<file path="src/rtl/jtdd_pcm_mixer.sv">
// Time-multiplexed N-channel PCM mixer: one signed MAC per clock, then scale/saturate/register.
// Optional DC-blocking high-pass on the output when JTDD_MIX_DCBLOCK_EN is defined.
module jtdd_pcm_mixer #(
    parameter int unsigned CH   = 4,
    parameter int unsigned W    = 16,
    parameter int unsigned WOUT = 16,
    parameter int unsigned GW   = 8
) (
    input  logic                   clk,
    input  logic                   rstn,
    input  logic                   cen,
    input  logic [CH*W-1:0]        ch_in,
    input  logic [CH*GW-1:0]       gain,
    output logic signed [WOUT-1:0] mixed,
    output logic                   sample,
    output logic                   peak,
    output logic                   busy
);

    localparam int unsigned KW = (CH > 1) ? $clog2(CH) : 1;
    localparam int unsigned PW = W + GW + 1;
    localparam int unsigned AW = PW + $clog2(CH);
    localparam logic [KW-1:0]   KLAST = KW'(CH - 1);
    localparam logic [WOUT-1:0] OMAX  = {1'b0, {(WOUT-1){1'b1}}};
    localparam logic [WOUT-1:0] OMIN  = {1'b1, {(WOUT-1){1'b0}}};

`ifdef JTDD_MIX_DCBLOCK_EN
    typedef enum logic [2:0] {IDLE, MAC, SCALE, DCB, OUT} state_t;
`else
    typedef enum logic [1:0] {IDLE, MAC, SCALE, OUT} state_t;
`endif

    state_t                 state, state_nx;
    logic [KW-1:0]          k, k_nx;
    logic signed [AW-1:0]   acc, acc_nx;
    logic [CH*W-1:0]        ch_snap, ch_snap_nx;
    logic [CH*GW-1:0]       g_snap, g_snap_nx;
    logic signed [WOUT-1:0] mixed_nx;
    logic                   sample_nx, peak_nx, busy_nx;

    // Current channel selected from the snapshot by the channel counter
    logic signed [W-1:0]    cur_s;
    logic signed [GW:0]     cur_g;
    logic signed [PW-1:0]   prod;

    assign cur_s = ch_snap[k*W +: W];
    assign cur_g = {1'b0, g_snap[k*GW +: GW]};
    assign prod  = PW'(cur_s) * PW'(cur_g);

    // Gain has 4 fractional bits; arithmetic shift gives floor rounding
    logic signed [AW-1:0]   shifted;
    logic [AW-1:WOUT-1]     s_hi;
    logic                   s_clip;
    logic [WOUT-1:0]        s_sat;

    assign shifted = acc >>> 4;
    assign s_hi    = shifted[AW-1:WOUT-1];
    assign s_clip  = !((&s_hi) || !(|s_hi));
    assign s_sat   = s_clip ? (shifted[AW-1] ? OMIN : OMAX) : shifted[WOUT-1:0];

`ifdef JTDD_MIX_DCBLOCK_EN
    localparam int unsigned YW = WOUT + 10;

    logic signed [WOUT-1:0]   x_hold, x_hold_nx;
    logic                     clip_hold, clip_hold_nx;
    logic signed [WOUT-1:0]   x_prev, x_prev_nx;
    logic signed [WOUT+7:0]   y_state, y_state_nx;
    logic signed [YW-1:0]     dx, y_wide;
    logic [YW-1:WOUT+7]       y_hi;
    logic                     y_clip;
    logic signed [WOUT+7:0]   y_sat;

    // y_state keeps 8 fractional bits so the leak term keeps decaying small residues to zero
    assign dx     = YW'(x_hold) - YW'(x_prev);
    assign y_wide = (dx <<< 8) + YW'(y_state) - YW'(y_state >>> 8);
    assign y_hi   = y_wide[YW-1:WOUT+7];
    assign y_clip = !((&y_hi) || !(|y_hi));
    assign y_sat  = y_clip ? (y_wide[YW-1] ? {1'b1, {(WOUT+7){1'b0}}}
                                           : {1'b0, {(WOUT+7){1'b1}}})
                           : y_wide[WOUT+7:0];
`endif

    always_comb begin
        state_nx   = state;
        k_nx       = k;
        acc_nx     = acc;
        ch_snap_nx = ch_snap;
        g_snap_nx  = g_snap;
        mixed_nx   = mixed;
        sample_nx  = 1'b0;
        peak_nx    = peak;
        busy_nx    = busy;
`ifdef JTDD_MIX_DCBLOCK_EN
        x_hold_nx    = x_hold;
        clip_hold_nx = clip_hold;
        x_prev_nx    = x_prev;
        y_state_nx   = y_state;
`endif
        case (state)
            IDLE: begin
                if (cen) begin
                    ch_snap_nx = ch_in;
                    g_snap_nx  = gain;
                    acc_nx     = '0;
                    k_nx       = '0;
                    busy_nx    = 1'b1;
                    state_nx   = MAC;
                end
            end
            MAC: begin
                acc_nx = acc + AW'(prod);
                k_nx   = k + 1'b1;
                if (k == KLAST) state_nx = SCALE;
            end
            SCALE: begin
`ifdef JTDD_MIX_DCBLOCK_EN
                x_hold_nx    = s_sat;
                clip_hold_nx = s_clip;
                state_nx     = DCB;
`else
                mixed_nx  = s_sat;
                peak_nx   = s_clip;
                sample_nx = 1'b1;
                busy_nx   = 1'b0;
                state_nx  = OUT;
`endif
            end
`ifdef JTDD_MIX_DCBLOCK_EN
            DCB: begin
                mixed_nx   = y_sat[WOUT+7:8];
                peak_nx    = clip_hold | y_clip;
                sample_nx  = 1'b1;
                busy_nx    = 1'b0;
                x_prev_nx  = x_hold;
                y_state_nx = y_sat;
                state_nx   = OUT;
            end
`endif
            OUT: begin
                state_nx = IDLE;
            end
            default: begin
                state_nx = IDLE;
            end
        endcase
    end

    always_ff @(posedge clk or negedge rstn) begin
        if (!rstn) begin
            state   <= IDLE;
            k       <= '0;
            acc     <= '0;
            ch_snap <= '0;
            g_snap  <= '0;
            mixed   <= '0;
            sample  <= 1'b0;
            peak    <= 1'b0;
            busy    <= 1'b0;
`ifdef JTDD_MIX_DCBLOCK_EN
            x_hold    <= '0;
            clip_hold <= 1'b0;
            x_prev    <= '0;
            y_state   <= '0;
`endif
        end else begin
            state   <= state_nx;
            k       <= k_nx;
            acc     <= acc_nx;
            ch_snap <= ch_snap_nx;
            g_snap  <= g_snap_nx;
            mixed   <= mixed_nx;
            sample  <= sample_nx;
            peak    <= peak_nx;
            busy    <= busy_nx;
`ifdef JTDD_MIX_DCBLOCK_EN
            x_hold    <= x_hold_nx;
            clip_hold <= clip_hold_nx;
            x_prev    <= x_prev_nx;
            y_state   <= y_state_nx;
`endif
        end
    end

endmodule

</file>
<file path="config.mk">
export PLATFORM = sky130hd
export DESIGN_NAME = jtdd_pcm_mixer
export DESIGN_NICKNAME = d
export VERILOG_FILES = /design/src/rtl/jtdd_pcm_mixer.sv
export SDC_FILE = /design/constraint.sdc
export NUM_CORES = 1
export LEC_CHECK = 0
export ABC_CLOCK_PERIOD_IN_PS = 6800
export CAP_MARGIN = 20
export CORE_MARGIN = 2
export CORE_UTILIZATION = 55
export CTS_BUF_LIST = sky130_fd_sc_hd__clkbuf_8
export CTS_CLUSTER_DIAMETER = 200
export DETAILED_ROUTE_END_ITERATION = 7
export GPL_ROUTABILITY_DRIVEN = 0
export PLACE_DENSITY = 0.84
export RECOVER_POWER = 100
export SLEW_MARGIN = 20
export SYNTH_ARGS = -nofsm -noshare
export SYNTH_HDL_FRONTEND = slang
export SYNTH_SLANG_ARGS = --single-unit
export TNS_END_PERCENT = 10
</file>
<file path="constraint.sdc">
create_clock -name clk -period 6.8 [get_ports clk]
set_input_delay 2.04 -clock clk [delete_from_list [all_inputs] [get_ports clk]]
set_output_delay 2.04 -clock clk [all_outputs]
set_load 0.1 [all_outputs]
</file>
# Word level (Yosys, flattened, before mapping)
# Cells that the tools add are included.
[op_classes]
n_addsub = 2
mul = 1
n_eq_ne = 6
shift = 2
n_mux = 12
n_reduce_logical = 12
[ops]
columns = ["operator", "count"]
rows = [
  ["variable part select 64 x 7 -> 16 bit", 1],
  ["case mux 27 bit (2 select lines)", 1],
  ["2-to-1 mux 16 bit", 2],
  ["variable part select 32 x 6 -> 8 bit", 1],
  ["adder 27 x 25 -> 27 bit", 1],
  ["2-to-1 mux 27 bit", 1],
  ["multiplier 16 x 9 -> 25 bit", 1],
  ["case mux 2 bit (4 select lines)", 1],
  ["AND reduction 2 bit", 4],
  ["AND reduction 8 bit", 1],
  ["OR reduction 8 bit", 1],
  ["== test 2 bit, second input constant", 3],
  ["2-to-1 mux 2 bit", 3],
  ["inequality test 2 bit, second input constant", 2],
  ["case mux 2 bit (2 select lines)", 1],
  ["nonzero test 2 bit", 2],
  ["adder 2 x 1 -> 2 bit, second input constant", 1],
  ["== test 2 x 1 -> 1 bit, second input constant", 1],
  ["zero test 1 bit", 2],
  ["zero test 2 bit", 1],
  ["2-to-1 mux 1 bit", 2],
  ["case mux 1 bit (2 select lines)", 1],
  ["logical OR 1 bit", 1],
]
[word_totals]
regBits = 146
inputBits = 99
out_inout_bits = 19
wordCells = 44

# Longest topological paths before layout
[logic_depth]
ltp_word = 4
depth_mapped = 24
ltp_nobuf = 20

# Worst setup path after synthesis
# No wires, ideal clock.
[synth_path]
kind = "reg2reg"
startpoint = "reg k[0]"
endpoint = "reg acc[26]"
setup_time_ps = 128
arrival_ps = 5888
t_required_ps = 6672
setup_slack_ps = 784
path_stages_with_launch = 22
n_path_buf = 3
synth_period_minus_slack_ps = 6016
path_cell_list = "dfrtp_1 -> buf_2 -> buf_2 -> mux4_2 -> nand2_1 -> fa_1 -> fa_1 -> inv_1 -> fa_1 -> fa_1 -> inv_1 -> fa_1 -> inv_1 -> ha_1 -> buf_6 -> a21oi_1 -> o21ai_1 -> a22o_1 -> a211oi_1 -> o21bai_1 -> a41oi_1 -> mux2_1"
[synth_via]
elab_chain_len = 4
word_cells_on_any_way = 5
classes_between = "1 x add/sub; 1 x mul; 2 x shift; 1 x mux"
[synth_rtl]
columns = ["element", "line", "rtl"]
rows = [
  ["start, declared", "34", "logic [KW-1:0] k, k_nx;"],
  ["start signal, assigned", "167", "k <= k_nx;"],
  ["variable part select 64 x 7 -> 16 bit or variable part select 32 x 6 -> 8 bit (tied branches)", "46, 47", ""],
  ["multiplier 16 x 9 -> 25 bit *", "48", "assign prod = PW'(cur_s) * PW'(cur_g);"],
  ["adder 27 x 25 -> 27 bit *", "111", "acc_nx = acc + AW'(prod);"],
  ["case mux 27 bit (2 select lines) *", "99", "case (state)"],
  ["end signal, assigned", "168", "acc <= acc_nx;"],
  ["end, declared", "35", "logic signed [AW-1:0] acc, acc_nx;"],
]
# Mark *: on every way between the ends. The rest lies on a longest branch, timed or not.
# A chain may end at the register's enable or synchronous reset.

# Final worst setup path
[layout_path]
startpoint = "reg k[0]"
endpoint = "reg acc[24]"
# Same word-level chain as after synthesis.

==> results.md <==
| Metric | This run |
| --- | --- |
| Number of enable-type register cells in the synthesized netlist | 0 |
| Most common cell after layout, fill and taps aside | inv_1 |
| Setup TNS after final layout | 0 ps |
| Post-synthesis cell count | 1082 |
| Fill cell count | 1522 |
| Critical path required time | 7190 ps |
| F_max | 155 MHz |
| Worst path setup slack after routing | 342 ps |
| Startpoint of the most critical setup path | k[0] |
| Nets in the synthesized netlist | 1371 |
| Setup repair bufs after CTS | 0 |
| Clk sinks | 146 |
| # diodes | 0 |
| Overall Global Routing Usage | 24.5% |
| Via count of the first global-routing pass | 8774 |
| Final #Nets | 1469 |
| Prevailing post-synth register cell | dfrtp_1 |
| Total length of routed wires | 26.1 mm |
| Crit Path Category | flip-flop to flip-flop |
| Largest net degree at the start of global routing | 64 |
| Endpoint of the worst-slack reg-to-reg timing path | acc[24] |
| Starting DRC count in detailed routing | 439 |
| Top fanout value on the critical path | 17 |
| Area used by sequential logic in the layout | 3650 um^2 |
| Row count | 53 |
| Die W | 151 um |
| Boundary pin count | 118 |
| Capture point of the critical path | acc[24] |
| Register-to-Register Setup Slack | 340 ps |
| Status | complete, but fails checks |
| DRC Markers | 1 |
| Worst setup timing slack at the placement stage | 424 ps |
| Final Max Slew Viols | 153 |
| CTS clk-pin slew, worst paths | 90 ps |
| Overall via count from detail_route | 8250 |
| Number of cell instances on the worst register-to-register path | 17 |
| Residual antenna-violating net count after detailed routing | 0 |
| Hold Violations, Final | 0 |
| Worst relative slew slack | -82.5% |
| Skew final | 18.2 ps |
| Hpwl dp | 20.3 mm |
| Worst-Skew Late Latency | 460 ps |
| Setup crit end kind | flip-flop |
| Routed wire length per instance | 17.8 um |
| Number of instances resized during post-cts repair | 0 |
| Core box area | 21000 um^2 |
| Port Buffer Count | 117 |
| Share of cells above drive strength 1 | 14.2% |
| Buffer type at the clock tree root | clkbuf_8 |
| Clock period minus worst slack | 6460 ps |
| Area delta synth->final | 15.0% |
| Effective utilization at floorplan | 56.2% |
| Proportion of synthesized flip-flops having asynchronous set or reset | 100% |
| Post-route clock period utilization | 95.0% |
| Height of the die | 151 um |
| Number of distinct library cells after synthesis | 55 |
| Violated checks | DRC, capacitance limit, slew limit |
| Overall die area | 22700 um^2 |
| Worst Hold Class | flip-flop to flip-flop |
| Total CTS buffers | 17 |
| First-pass iteration count of the detailed router | 8 |
| Synthesized area per cell | 10.9 um^2 |
| Number of synthesized register bits | 146 |
| Setup violators final | 0 |
| Overflow after GRT | 0 |
| Critical path data arrival time | 6850 ps |
| Pin slew with the least headroom to its limit | 2740 ps |
| Max cap viols | 3 |
| Post-CTS Hold Fix Bufs | 0 |
| Antenna violations before repair | 1 |
| Critical path startpoint category | flip-flop |
| Vias per cell | 5.62 |
| H-Tree Depth | 4 |
| Hold Slack | 509 ps |
| Multi-input combinational cell area | 7200 um^2 |
| Worst reg2reg path startpoint | k[0] |
| CTS tree | built |
| Wire length of the first global-routing pass | 43.2 mm |
| Util after Layout | 64.6% |
| Share of the yosys chip area belonging to registers | 30.9% |
| Buffer levels on the longest clock path | 2 |
| Synthesis warning total | 0 |
| Netlist area before placement | 11800 um^2 |
| Setup repair after global routing missed its margin | no |
| Commonest non-fill, non-tap cells in the layout | 195 x inv_1, 145 x dfrtp_1, 127 x fa_1 |
==> worst max-delay path: stages (launching register included) <==
cell and delay (ps):
dfrtp_2 690, buf_4 310, mux4_2 660, and2_0 230, fa_1 440, fa_1 510, fa_1 520, fa_1 490
inv_1 50, fa_1 490, inv_1 60, ha_1 410, nand4_1 170, a211o_1 280, nand4_1 210, a31oi_1 240
or4_1 520, nand3_1 110
==> cell usage after synthesis (3+ instances only) <==
library cell	count	area share (%)
o31ai_1	3	0.19
o211ai_1	18	1.1
xnor2_1	11	0.82
nor3_1	4	0.17
a21o_1	6	0.38
mux2_2	98	9.3
o21bai_1	3	0.19
a21oi_1	28	1.2
nor2_1	12	0.38
inv_1	195	6.2
buf_6	3	0.29
nand2_1	98	3.1
a22o_1	4	0.30
buf_2	12	0.51
dfrtp_1	146	31
nand2b_1	6	0.32
o21ai_1	10	0.42
mux2i_1	5	0.42
nand4_1	10	0.53
mux4_2	24	4.6
buf_1	6	0.19
xor2_1	11	0.82
a21oi_2	3	0.22
and2_1	73	3.9
nor2b_1	4	0.21
ha_1	63	6.7
o21ai_0	34	1.4
nand3_1	8	0.34
clkbuf_1	23	0.73
fa_1	127	22
==> layer usage <==
| metal | track usage, % | routed length (um) | vias up |
|---|---|---|---|
| li1 | - | - | 3711 |
| met1 | 31.7 | 10500 | 4182 |
| met2 | 41.4 | 13600 | 314 |
| met3 | 5.03 | 1500 | 43 |
| met4 | 8.11 | 541 | 0 |
| met5 | 0 | 0 | - |
==> cell type report <==
| class | count | area share, % |
|---|---|---|
| inverters | 195 | 5.39 |
| flip-flops and latches | 146 | 26.9 |
| well taps | 275 | 2.53 |
| clock buffers | 18 | 1.82 |
| repair buffers | 124 | 8.90 |
| multi-input cells | 696 | 53.0 |
| clock inverters | 14 | 1.39 |
==> flip-flops by register name, summed over array words and instances, names as in the netlist <==
name,flops
sample,1
busy,1
peak,1
mixed,16
state,2
acc,27
g_snap,32
k,2
ch_snap,64
==> stage by stage <==
step	instances	instance area, um^2
after detailed placement	1436	13200
after floorplan	1082	11800
after CTS	1468	13600
final	1468	13600
after global routing	1468	13600
after global placement	1436	13200
==> kinds of logic (layout without fill, tap and decap cells) <==
| kind of cell | Yosys count | in the layout | share of synthesized area [%] |
|---|---|---|---|
| buf+inv | 240 | 351 | 7.98 |
| simple gates | 228 | 228 | 9.87 |
| fa+ha+maj | 190 | 190 | 28.2 |
| flops | 146 | 146 | 30.9 |
| compound gates | 128 | 128 | 6.94 |
| mux | 128 | 128 | 14.4 |
| xor+xnor | 22 | 22 | 1.63 |
==> worst min-delay path by stage <==
stage / start / to / slack [ps] / cells after the start
6_report: acc[3] / acc[3] / 510 / 1
5_1_grt: ch_snap[17] / ch_snap[17] / 520 / 1
4_1_cts: acc[3] / acc[3] / 510 / 1
3_5_place_dp: acc[2] / acc[2] / 490 / 2
3_3_place_gp: acc[2] / acc[2] / 480 / 2
2_1_floorplan: acc[2] / acc[2] / 460 / 2
Power is not shown: default switching activity piles up to over one toggle a cycle in this logic, so the estimate is an artifact.
